[src/rtl/ahb_switch_in_if.sv]
// AHB-Lite bus bundle for the switch-input peripheral.
// The master modport is the bus side; the slave modport is the peripheral.
interface ahb_switch_in_if;
    logic        HSEL;
    logic [31:0] HADDR;
    logic [1:0]  HTRANS;
    logic        HWRITE;
    logic [2:0]  HSIZE;
    logic [31:0] HWDATA;
    logic        HREADY;
    logic [31:0] HRDATA;
    logic        HREADYOUT;
    logic        HRESP;

    modport master (
        output HSEL, HADDR, HTRANS, HWRITE, HSIZE, HWDATA, HREADY,
        input  HRDATA, HREADYOUT, HRESP
    );

    modport slave (
        input  HSEL, HADDR, HTRANS, HWRITE, HSIZE, HWDATA, HREADY,
        output HRDATA, HREADYOUT, HRESP
    );
endinterface

[src/rtl/ahb_switch_in.sv]
// Switch/button input block on AHB-Lite: 2-flop synchronizer, tick-paced
// 3-sample debouncer, rising-edge sticky interrupt status with W1C clear.
// Zero wait states; HRDATA is combinational from the registered offset while
// a read is in its data phase and holds the last read value otherwise.
module ahb_switch_in #(
    parameter logic [15:0] DB_RESET = 16'h00FF
) (
    input  logic           clk,
    input  logic           reset,
    ahb_switch_in_if.slave bus,
    input  logic [7:0]     sw_in,
    output logic           irq
);
    localparam logic [2:0] A_DATA     = 3'd0;
    localparam logic [2:0] A_RAW      = 3'd1;
    localparam logic [2:0] A_IRQ_EN   = 3'd2;
    localparam logic [2:0] A_IRQ_STAT = 3'd3;
    localparam logic [2:0] A_DEBOUNCE = 3'd4;

    logic        dp_valid, dp_write;
    logic [2:0]  dp_addr;
    logic        addr_ok, wr_en, rd_en;
    logic [7:0]  sync1, raw;
    logic [7:0]  hist0, hist1, hist2;
    logic [7:0]  hist0_n, hist1_n, hist2_n;
    logic [7:0]  data_q, data_n, rise, w1c;
    logic [7:0]  irq_en, irq_stat;
    logic [15:0] debounce, prescale, db_term;
    logic        tick, db_wr;
    logic [31:0] rd_mux, hrdata_q;
    logic        unused_bus;

    assign addr_ok = bus.HSEL & bus.HREADY & bus.HTRANS[1];
    assign wr_en   = dp_valid & dp_write;
    assign rd_en   = dp_valid & ~dp_write;
    assign db_wr   = wr_en && (dp_addr == A_DEBOUNCE);

    // Only HADDR[4:2], HTRANS[1] and the low HWDATA bits carry meaning here.
    assign unused_bus = ^{bus.HSIZE, bus.HADDR[31:5], bus.HADDR[1:0],
                          bus.HTRANS[0], bus.HWDATA[31:16]};

    // Register the address phase so the data phase can act on it next cycle.
    always_ff @(posedge clk) begin
        if (reset) begin
            dp_valid <= 1'b0;
            dp_write <= 1'b0;
            dp_addr  <= 3'd0;
        end else begin
            dp_valid <= addr_ok;
            dp_write <= bus.HWRITE;
            dp_addr  <= bus.HADDR[4:2];
        end
    end

    // DEBOUNCE of 0 behaves like 1, so the tick then fires every cycle.
    assign db_term = (debounce == 16'd0) ? 16'd0 : debounce - 16'd1;
    assign tick    = (prescale >= db_term);

    // Prescaler restarts on wrap and whenever DEBOUNCE is rewritten.
    always_ff @(posedge clk) begin
        if (reset)
            prescale <= 16'd0;
        else if (db_wr || tick)
            prescale <= 16'd0;
        else
            prescale <= prescale + 16'd1;
    end

    // Next debounce history, debounced data, rising edges and W1C mask.
    always_comb begin
        hist0_n = hist0;
        hist1_n = hist1;
        hist2_n = hist2;
        data_n  = data_q;
        if (tick) begin
            hist0_n = raw;
            hist1_n = hist0;
            hist2_n = hist1;
            data_n  = (data_q | (hist0_n & hist1_n & hist2_n)) & (hist0_n | hist1_n | hist2_n);
        end
        rise = data_n & ~data_q;
        w1c  = (wr_en && (dp_addr == A_IRQ_STAT)) ? bus.HWDATA[7:0] : 8'h00;
    end

    // Synchronizer, debounce state, status and writable registers.
    always_ff @(posedge clk) begin
        if (reset) begin
            sync1    <= 8'h00;
            raw      <= 8'h00;
            hist0    <= 8'h00;
            hist1    <= 8'h00;
            hist2    <= 8'h00;
            data_q   <= 8'h00;
            irq_en   <= 8'h00;
            irq_stat <= 8'h00;
            debounce <= DB_RESET;
        end else begin
            sync1    <= sw_in;
            raw      <= sync1;
            hist0    <= hist0_n;
            hist1    <= hist1_n;
            hist2    <= hist2_n;
            data_q   <= data_n;
            irq_stat <= (irq_stat & ~w1c) | rise;
            if (wr_en && (dp_addr == A_IRQ_EN))
                irq_en <= bus.HWDATA[7:0];
            if (db_wr)
                debounce <= bus.HWDATA[15:0];
        end
    end

    // Read multiplexer over the registered offset.
    always_comb begin
        rd_mux = 32'd0;
        case (dp_addr)
            A_DATA:     rd_mux[7:0]  = data_q;
            A_RAW:      rd_mux[7:0]  = raw;
            A_IRQ_EN:   rd_mux[7:0]  = irq_en;
            A_IRQ_STAT: rd_mux[7:0]  = irq_stat;
            A_DEBOUNCE: rd_mux[15:0] = debounce;
            default:    rd_mux       = 32'd0;
        endcase
    end

    // Hold the last read value so HRDATA stays stable between reads.
    always_ff @(posedge clk) begin
        if (reset)
            hrdata_q <= 32'd0;
        else if (rd_en)
            hrdata_q <= rd_mux;
    end

    assign bus.HRDATA    = rd_en ? rd_mux : hrdata_q;
    assign bus.HREADYOUT = 1'b1;
    assign bus.HRESP     = 1'b0;
    assign irq           = |(irq_stat & irq_en);
endmodule

[src/flat_wrapper.sv]
// flat-port wrapper written by rule: the top's interface ports become plain ports
module ahb_switch_in_flat 
#(
    parameter logic [15:0] DB_RESET = 16'h00FF
)
  (clk, reset, sw_in, irq, bus_HSEL, bus_HADDR, bus_HTRANS, bus_HWRITE, bus_HSIZE, bus_HWDATA, bus_HREADY, bus_HRDATA, bus_HREADYOUT, bus_HRESP);
  ahb_switch_in_if bus_i ();
  input  logic clk;
  input  logic reset;
  input  logic [7:0] sw_in;
  output logic irq;
  input wire logic [$bits(bus_i.HSEL)-1:0] bus_HSEL;
  input wire logic [$bits(bus_i.HADDR)-1:0] bus_HADDR;
  input wire logic [$bits(bus_i.HTRANS)-1:0] bus_HTRANS;
  input wire logic [$bits(bus_i.HWRITE)-1:0] bus_HWRITE;
  input wire logic [$bits(bus_i.HSIZE)-1:0] bus_HSIZE;
  input wire logic [$bits(bus_i.HWDATA)-1:0] bus_HWDATA;
  input wire logic [$bits(bus_i.HREADY)-1:0] bus_HREADY;
  output wire logic [$bits(bus_i.HRDATA)-1:0] bus_HRDATA;
  output wire logic [$bits(bus_i.HREADYOUT)-1:0] bus_HREADYOUT;
  output wire logic [$bits(bus_i.HRESP)-1:0] bus_HRESP;
  assign bus_i.HSEL = bus_HSEL;
  assign bus_i.HADDR = bus_HADDR;
  assign bus_i.HTRANS = bus_HTRANS;
  assign bus_i.HWRITE = bus_HWRITE;
  assign bus_i.HSIZE = bus_HSIZE;
  assign bus_i.HWDATA = bus_HWDATA;
  assign bus_i.HREADY = bus_HREADY;
  assign bus_HRDATA = bus_i.HRDATA;
  assign bus_HREADYOUT = bus_i.HREADYOUT;
  assign bus_HRESP = bus_i.HRESP;
  ahb_switch_in #(.DB_RESET(DB_RESET)) u_core (.clk(clk), .reset(reset), .bus(bus_i), .sw_in(sw_in), .irq(irq));
endmodule
[config.mk]
export PLATFORM = sky130hd
export DESIGN_NAME = ahb_switch_in_flat
export DESIGN_NICKNAME = d
export VERILOG_FILES = /design/src/rtl/ahb_switch_in_if.sv /design/src/rtl/ahb_switch_in.sv /design/src/flat_wrapper.sv
export SDC_FILE = /design/constraint.sdc
export NUM_CORES = 1
export LEC_CHECK = 0
export ABC_AREA = 1
export BUFFER_PORTS_ARGS = -buffer_cell sky130_fd_sc_hd__buf_2
export CAP_MARGIN = 20
export CELL_PAD_IN_SITES_DETAIL_PLACEMENT = 0
export CELL_PAD_IN_SITES_GLOBAL_PLACEMENT = 2
export CORE_MARGIN = 1.5
export CORE_UTILIZATION = 34
export CTS_BUF_LIST = sky130_fd_sc_hd__clkbuf_8
export CTS_CLUSTER_SIZE = 16
export DETAILED_ROUTE_END_ITERATION = 7
export PLACE_DENSITY = 0.85
export SYNTH_ARGS = -nofsm -noshare
export SYNTH_HDL_FRONTEND = slang
export SYNTH_SLANG_ARGS = --single-unit
[constraint.sdc]
create_clock -name clk -period 6.2 [get_ports clk]
set_input_delay 1.24 -clock clk [delete_from_list [all_inputs] [get_ports clk]]
set_output_delay 1.24 -clock clk [all_outputs]
set_load 0.01 [all_outputs]
## Word-level counts from Yosys, hierarchy flattened

Index checks and enable logic that the tools add are counted.
Widths: inputs -> output; s select.

- Add/sub/neg operators: 2
- $lt $le $gt $ge: 1
- Equal/unequal tests: 4
- Mux-type cells: 6
- Bitwise operators: 17
- Reduce and logical (&&, ||, !) cells: 8

Operator list:

| cell | number |
|---|---|
| $and 8x8->8 | 6 |
| $pmux 8 s5 | 1 |
| $mux 32 | 1 |
| $or 8x8->8 | 4 |
| $mux 8 | 3 |
| $add 16x1->16 const B | 1 |
| $ge 16x16->1 | 1 |
| $logic_not 16->1 | 1 |
| $mux 16 | 1 |
| $not 8->8 | 2 |
| $sub 16x1->16 const B | 1 |
| $reduce_or 8->1 | 1 |
| $eq 3x2->1 const B | 2 |
| $and 1x1->1 | 4 |
| $eq 3x1->1 const B | 1 |
| $eq 3x3->1 const B | 1 |
| $logic_and 1x1->1 | 3 |
| $logic_not 3->1 | 1 |
| $reduce_or 2->1 | 1 |
| $logic_or 1x1->1 | 1 |
| $not 1->1 | 1 |

- Register bits: 125
- Input bits: 82
- Word-level logic and storage cells: 51

## Longest topological paths before layout

Gate-level depths: netlist of run 1.

- Depth after elaboration: 7
- Mapped depth: 20
- Gate-level depth less buffers: 19

## Least setup slack after synthesis of run 1

No wires, ideal clock.

- Kind: register to output
- Start: reg u_core.dp_addr[0]
- End: out bus_HRDATA[3]
- Arrival: 1192 ps
- Data required time: 4960 ps
- Path slack: 3768 ps
- Cell stages (with the launch flop): 7
- Buffers on the path: 1
- Path through: dfxtp_1 nor2_2 nand2_2 buf_2 o21ai_0 o31ai_1 nand2_1

- Cells in the longest elaborated chain, start to end: 3

Ends and longest elaborated chain:

| what | line | text |
|---|---|---|
| start: declaration | ahb_switch_in.sv:21 | `logic [2:0] dp_addr;` |
| start signal: assignment | ahb_switch_in.sv:51 | `dp_addr <= bus.HADDR[4:2];` |
| $eq 3x3->1, or another cell as far along | ahb_switch_in.sv:115 | `case (dp_addr)` |
| $pmux 8 s5 (*) | ahb_switch_in.sv:115 |  |
| $mux 32 (*) | ahb_switch_in.sv:133 | `assign bus.HRDATA = rd_en ? rd_mux : hrdata_q;` |
| end: declaration | flat_wrapper.sv:19 | `output wire logic [$bits(bus_i.HRDATA)-1:0] bus_HRDATA;` |

Every way passes the cells marked *; elsewhere a longest branch is shown, timed or not.

## Final worst setup path of run 1

- Start: reg u_core.debounce[0]
- End: reg u_core.prescale[15]

- Cells in the longest elaborated chain, start to end: 5

Ends and longest elaborated chain:

| what | line | text |
|---|---|---|
| start: declaration | ahb_switch_in.sv:28 | `logic [15:0] debounce, prescale, db_term;` |
| start signal: assignment | ahb_switch_in.sv:108 | `debounce <= bus.HWDATA[15:0];` |
| $sub 16x1->16 or $logic_not 16->1 (tied branches) | ahb_switch_in.sv:56 | `assign db_term = (debounce == 16'd0) ? 16'd0 : debounce - 16'd1;` |
| $mux 16 (*) | ahb_switch_in.sv:56 |  |
| $ge 16x16->1 (*) | ahb_switch_in.sv:57 | `assign tick = (prescale >= db_term);` |
| $logic_or 1x1->1 (*) | ahb_switch_in.sv:63 | `else if (db_wr \|\| tick)` |
| $reduce_or 2->1 (no line) (*) | n/a |  |
| end signal: assignment | ahb_switch_in.sv:66 | `prescale <= prescale + 16'd1;` |
| end: declaration | ahb_switch_in.sv:28 |  |

Marks and branches as above.
A chain may end at the register's enable or synchronous reset.

==> flow_summary.yaml, run 1 <==
yosys:
  yosysWarnings: 0
  syn_inst: 816
  synth_top_area_share_pct: 42.10
  netlist_area_mm2: 0.005944
  avgSynthCellArea_um2: 7.285
  synthTopCellsByCount: "nor2_1 (131), nand2_1 (126), dfxtp_1 (125), inv_1 (118), o21ai_0 (65)"
  ys_seq_area_share_pct: 42.10
  synth_top_area_cell: "dfxtp_1"
  synth_edf_count: 0
  async_flop_share_pct: 0
  synth_ff_type: "dfxtp_1"
  ys_types: 43
  synth_seq_cells: 125
  synthTopCellsByArea: "dfxtp_1 (42%), nor2_1 (8.3%), nand2_1 (8.0%)"
  yosysMostFrequentCell: "nor2_1"
  syn-num-nets: 917
die:
  initial_core_util_pct: 34.61
  num_io_pins: 117
  rows: 48
  die_w_um: 135.2
  die_area_mm2: 0.01829
  core_mm2: 0.01718
  die_h_um: 135.2
timing:
  final_hold_viol_count: 0
  fmax_mhz: 273.3
  clock-skew-final_ns: 0.01423
  finalSetupViolCount: 0
  fin_crit_sh_pct: 59.02
  tns_ns: 0
  period_minus_slack_ns: 3.659
  slew_viol_final: 0
  rsz0062_at_grt: "no"
  timing.final.ws_setup_ns: 2.541
  slew_headroom_pct: 46.66
  worst_pin_slew_ns: 0.8001
  whs_ns: 0.4058
setup_path:
  slowest_stage: "inv_2"
  critPathMaxFanout: 37
  path_cells: "inv_1 -> ha_1 -> nand2_1 -> nor3_1 -> nand3_1 -> o21ai_0 -> a21o_1 -> ha_1 -> nand2_1 -> o21ai_0 -> a21oi_2 -> nand2_4 -> inv_2 -> nand3_4 -> nor2_1"
  cp.required_ns: 6.57
  rrSetupSlack_ns: 2.54
  critPathArrivalTime_ns: 4.03
  end_kind: "flip-flop"
  rr_worst_depth: 15
  r2r_end: "u_core.prescale[15]"
  slowest_delay_ns: 0.46
  r2r_start: "u_core.debounce[0]"
  critPathKind: "reg2reg"
  startpoint_type: "flip-flop"
route:
  postRouteAntennaNets: 0
  wl_met3_um: 419
  wl_met2_um: 6977
  drtIter0Drc: 278
  drt_pass1_iterations: 7
  drt_wl_total_um: 14500
  post-route-drc-count: 0
  vias_per_cell: 4.568
  avgRoutedWirePerCell_um: 13.07
  wl_met1_um: 6837
  route.vias.total: 5066
  top_layer_used: "met4"
placed_design:
  place_congestion: 0.7872
  place_hpwl_um: 10210
  pre_cts_slack_ns: 2.461
  io_buffers: 65
  dpl_cell_area_mm2: 0.006401
layout:
  nets: 972
  fill_cells: 1901
  layout-drive-gt1-share_pct: 15.72
  largest_register_ffs: 32
  fin_area_mm2: 0.006759
  syn_to_final_growth_pct: 13.70
  multi_input_area_mm2: 0.002810
  seq_area_mm2: 0.002502
  top_regs: "u_core.hrdata_q x32, u_core.debounce x16, u_core.prescale x16"
  regMostFlops: "u_core.hrdata_q"
  antenna_cells: 0
global_routing:
  antenna_found_initial: 0
  grt.total_usage_pct: 17.01
  grt_pass1_vias: 4751
  grt_max_degree: 73
  grt_pass1_wl_um: 23980
  grt.overflow.total: 0
clocking:
  cts_resized: 0
  tritoncts: "yes"
  cts_setup_buffers: 0
  clk_path_buf_depth: 2
  ctsHoldBuffers: 0
  cts.sinks: 125
  cts_buffers: 17
  cts_max_level: 4
  worst_skew_pair.late_latency_ns: 0.45
  clockRootBuffer: "clkbuf_8"
  clk_pin_slew_ns: 0.09
power_and_ir_drop:
  switching_share_pct: 27.12
  seq_power_share_pct: 53.0
  peakVddDrop_mv: 0.1310
  p_comb_share_pct: 4.2
  p_int_mw: 1.126
  switching_power_uw: 419.1
  clkPwrFrac_pct: 42.8
  p_per_area_mw_per_mm2: 228.6
  p_leak_nw: 3.153
hold_path:
  worstHoldStart: "u_core.sync1[7]"
  hold-path-endpoint: "u_core.raw[7]"
  worstHoldPathType: "reg2reg"
  holdPathStages: 2
run:
  maxCapViolations: 0
status:
  status: "finished, final reports clean"
==> power by group through the flow <==
stage          clock network (mW)  logic, mW  registers, mW
6_report                    0.662     0.0652          0.818
5_1_grt                     0.728     0.0740          0.820
4_1_cts                     0.690     0.0661          0.818
3_5_place_dp                    0     0.0658          0.837
3_3_place_gp                    0     0.0661          0.837
2_1_floorplan                   0     0.0418          0.835
==> cell usage in the layout (no fill, tap or decap), types with 3 or more instances in the layout <==
cell type / n
a21o_1: 5
nor2_4: 5
o21ai_0: 65
nand3_1: 41
clkinv_2: 3
nor2_2: 14
xor2_1: 11
dfxtp_1: 125
inv_2: 3
nor3_1: 22
nand2_1: 126
ha_1: 19
a21oi_1: 38
o31ai_1: 4
clkbuf_8: 18
nor2_1: 130
inv_1: 119
nand3_2: 3
o21a_1: 7
clkinvlp_4: 4
o221ai_1: 4
buf_2: 65
nand4_1: 7
buf_4: 3
inv_6: 5
xnor2_1: 8
nand2_2: 5
==> stage by stage <==
stage	power, mW	instances	utilization (%)
after floorplan	0.8769	816	-
after global placement	0.9034	1077	37.27
after detailed placement	0.9032	1077	37.27
after CTS	1.574	1109	39.35
after global routing	1.622	1109	39.35
final	1.545	1109	39.35
==> cell type report <==
class / count / area share (%)
tap: 225 / 4.165
multi-input combinational: 537 / 41.58
sequential: 125 / 37.02
clock buffer: 18 / 3.665
clock inverter: 14 / 1.629
inverter: 122 / 6.794
timing repair buffer: 68 / 5.146
==> worst max-delay path by stage <==
stage / startpoint / endpoint / slack (ns) / cells after the start
global route: u_core.debounce[0] / u_core.prescale[12] / 2.09 / 15
CTS: u_core.debounce[0] / u_core.prescale[0] / 2.45 / 15
global placement: u_core.debounce[0] / u_core.prescale[12] / 2.48 / 15
floorplan: u_core.dp_addr[0] / bus_HRDATA[3] / 3.77 / 6
finish: u_core.debounce[0] / u_core.prescale[15] / 2.54 / 15
detailed placement: u_core.debounce[0] / u_core.prescale[15] / 2.46 / 15
==> critical path, delay by kind of cell (launching register included) <==
family	cells	cell delay, ns
and+or+nand+nor	7	1.51
buffers and inverters	2	0.65
AOI/OAI and AO/OA	4	0.62
adders and majority gates	2	0.46
DFF	1	0.32
==> routing by layer <==
metal	vias to the layer above	track usage, %
li1	2696	-
met1	2291	21.43
met2	64	28.20
met3	15	3.853
met4	0	6.691
met5	-	0
==> cells by family after synthesis <==
kind of cell / Yosys count / share of synthesized area (%)
other: 2 / 0.1263
and+or+nand+nor: 363 / 27.49
xor gates and xnor gates: 19 / 2.799
buffers and inverters: 154 / 10.76
DFF: 125 / 42.10
adders and majority gates: 19 / 3.999
AOI/OAI and AO/OA: 134 / 12.73
(Power assumes the default switching activity.)
==> inputs of run 2 (changes only) <==
--- a/config.mk
+++ b/config.mk
@@ -11,11 +11,11 @@
 export CELL_PAD_IN_SITES_DETAIL_PLACEMENT = 0
 export CELL_PAD_IN_SITES_GLOBAL_PLACEMENT = 2
 export CORE_MARGIN = 1.5
-export CORE_UTILIZATION = 34
+export CORE_UTILIZATION = 29
 export CTS_BUF_LIST = sky130_fd_sc_hd__clkbuf_8
 export CTS_CLUSTER_SIZE = 16
 export DETAILED_ROUTE_END_ITERATION = 7
-export PLACE_DENSITY = 0.85
+export PLACE_DENSITY = 0.77
 export SYNTH_ARGS = -nofsm -noshare
 export SYNTH_HDL_FRONTEND = slang
 export SYNTH_SLANG_ARGS = --single-unit
==> constraint.sdc (replaced) <==
create_clock -name clk -period 3.3 [get_ports clk]
set_input_delay 0.66 -clock clk [delete_from_list [all_inputs] [get_ports clk]]
set_output_delay 0.66 -clock clk [all_outputs]
set_load 0.01 [all_outputs]
==> run 2 against run 1 <==
  * Critical path type is now reg2out
  * Sequential share of layout area down 0.69 points
  * Power rose by 91%
  * Combinational power grew 92%
  * Non-clock buffer count up 5
  * Register-to-register slack got worse by 2.1 ns
  * Critical endpoint is now bus_HRDATA[4]
==> flow_summary.yaml, run 2 (synthesis results as in run 1) <==
status:
  status: "finished, final reports clean"
setup_path:
  slowest_delay_ns: 0.43
  startpoint_type: "flip-flop"
  path_cells: "nor2_2 -> nand2_2 -> inv_1 -> a22o_1 -> o21ai_0 -> nand2_1 -> buf_2"
  critPathArrivalTime_ns: 2.19
  end_kind: "primary output"
  critPathKind: "reg2out"
  critPathBufInv: 2
  critPathTopFamily: "compound AO/OA/AOI/OAI gates"
  cp.required_ns: 2.64
  critPathMaxFanout: 14
  slowest_stage: "dfxtp_1"
clocking:
  clk_path_buf_depth: 2
  cts_buffers: 17
  clk_pin_slew_ns: 0.08
  cts_resized: 0
  worst_skew_pair.late_latency_ns: 0.45
  cts_max_level: 4
  tritoncts: "yes"
  cts_setup_buffers: 0
  cts.sinks: 125
  clockRootBuffer: "clkbuf_8"
  ctsHoldBuffers: 0
die:
  core_mm2: 0.02017
  initial_core_util_pct: 29.47
  num_io_pins: 117
  rows: 52
  die_h_um: 146.2
  die_area_mm2: 0.02137
  die_w_um: 146.2
power_and_ir_drop:
  p_int_mw: 2.168
  p_comb_share_pct: 4.2
  seq_power_share_pct: 52.1
  p_leak_nw: 3.188
  switching_share_pct: 26.54
  p_per_area_mw_per_mm2: 428.5
  clkPwrFrac_pct: 43.7
  switching_power_uw: 783.3
  peakVddDrop_mv: 0.2290
route:
  postRouteAntennaNets: 0
  drt_pass1_iterations: 4
  post-route-drc-count: 0
  drtIter0Drc: 272
  route.vias.total: 5078
  avgRoutedWirePerCell_um: 12.82
  vias_per_cell: 4.381
  drt_wl_total_um: 14860
layout:
  layout_common_cells: "nor2_1 (130), nand2_1 (126), dfxtp_1 (125), inv_1 (119)"
  largest_register_ffs: 32
  nets: 977
  antenna_cells: 0
  layout-drive-gt1-share_pct: 16.31
  top_regs: "u_core.hrdata_q x32, u_core.debounce x16, u_core.prescale x16"
  regMostFlops: "u_core.hrdata_q"
  syn_to_final_growth_pct: 15.85
  final_common_cell: "nor2_1"
timing:
  final_hold_viol_count: 0
  slew_viol_final: 0
  fin_crit_sh_pct: 86.24
  slew_headroom_pct: 47.80
  whs_ns: 0.3992
  clock-skew-final_ns: 0.01394
  timing.final.ws_setup_ns: 0.4541
  finalSetupViolCount: 0
  tns_ns: 0
  worst_pin_slew_ns: 0.7830
  fmax_mhz: 351.4
  rsz0062_at_grt: "no"
  period_minus_slack_ns: 2.846
hold_path:
  worstHoldPathType: "reg2reg"
placed_design:
  io_buffers: 65
  place_congestion: 0.7726
  pre_cts_slack_ns: 0.3842
  place_hpwl_um: 10890
global_routing:
  grt.overflow.total: 0
  grt.total_usage_pct: 14.78
  grt_pass1_wl_um: 24890
  antenna_found_initial: 0
  grt_max_degree: 72
  grt_pass1_vias: 4975
run:
  maxCapViolations: 0
==> run 2: cell count changes in the layout (fill, tap and decap cells not counted), sizes merged <==
| cell | previous run | this run |
|---|---|---|
| clkinvlp | 4 | 3 |
| bufinv | 0 | 1 |
| clkinv | 3 | 7 |
| buf | 68 | 73 |
| clkbuf | 18 | 17 |
| inv | 129 | 126 |
==> run 2: final cells by class <==
type / count / area, um2
Fill cell: 2288 / 13280
Multi-Input combinational cell: 537 / 2815
Sequential cell: 125 / 2502
Inverter: 122 / 459.2
Timing Repair Buffer: 73 / 397.9
Tap cell: 270 / 337.8
Clock buffer: 17 / 234.0
Clock inverter: 15 / 140.1
==> run 2: worst paths after layout <==
| check | from | to | slack (ns) | cells past startpoint |
|---|---|---|---|---|
| worst max-delay path | u_core.dp_addr[0] | bus_HRDATA[4] | 0.45 | 7 |
| worst min-delay path | u_core.sync1[7] | u_core.raw[7] | 0.40 | 2 |
| worst max register to register | u_core.debounce[0] | u_core.data_q[2] | 0.47 | 19 |
| worst min register to register | u_core.sync1[7] | u_core.raw[7] | 0.40 | 2 |
==> run 2: tightest hold or removal path, delay by kind of cell, from the launching register on <==
| family | cells | cell delay, ns |
|---|---|---|
| and+or+nand+nor | 1 | 0.03 |
| DFF | 1 | 0.30 |
| buffers and inverters | 1 | 0.04 |
==> run 2: stage by stage <==
step,power (mW),instance area (um2),util (%),std cells
2_1_floorplan,1.647,5944,-,816
3_3_place_gp,1.702,6507,32.26,1127
3_5_place_dp,1.701,6507,32.26,1127
4_1_cts,3.017,6882,34.12,1159
5_1_grt,3.089,6887,34.14,1159
6_report,2.951,6887,34.14,1159
==> run 2: metal layers <==
| layer | GRT usage [%] | part of all wire [%] |
|---|---|---|
| met5 | 0 | 0 |
| met2 | 25.14 | 48 |
| met1 | 18.30 | 48 |
| met3 | 3.750 | 2.7 |
| met4 | 4.596 | 1.4 |
==> run 2: power by group through the flow <==
stage,Combinational [mW],Clock (mW),Sequential (mW)
2_1_floorplan,0.0784,0,1.57
3_3_place_gp,0.129,0,1.57
3_5_place_dp,0.129,0,1.57
4_1_cts,0.129,1.35,1.54
5_1_grt,0.143,1.41,1.54
6_report,0.125,1.29,1.54
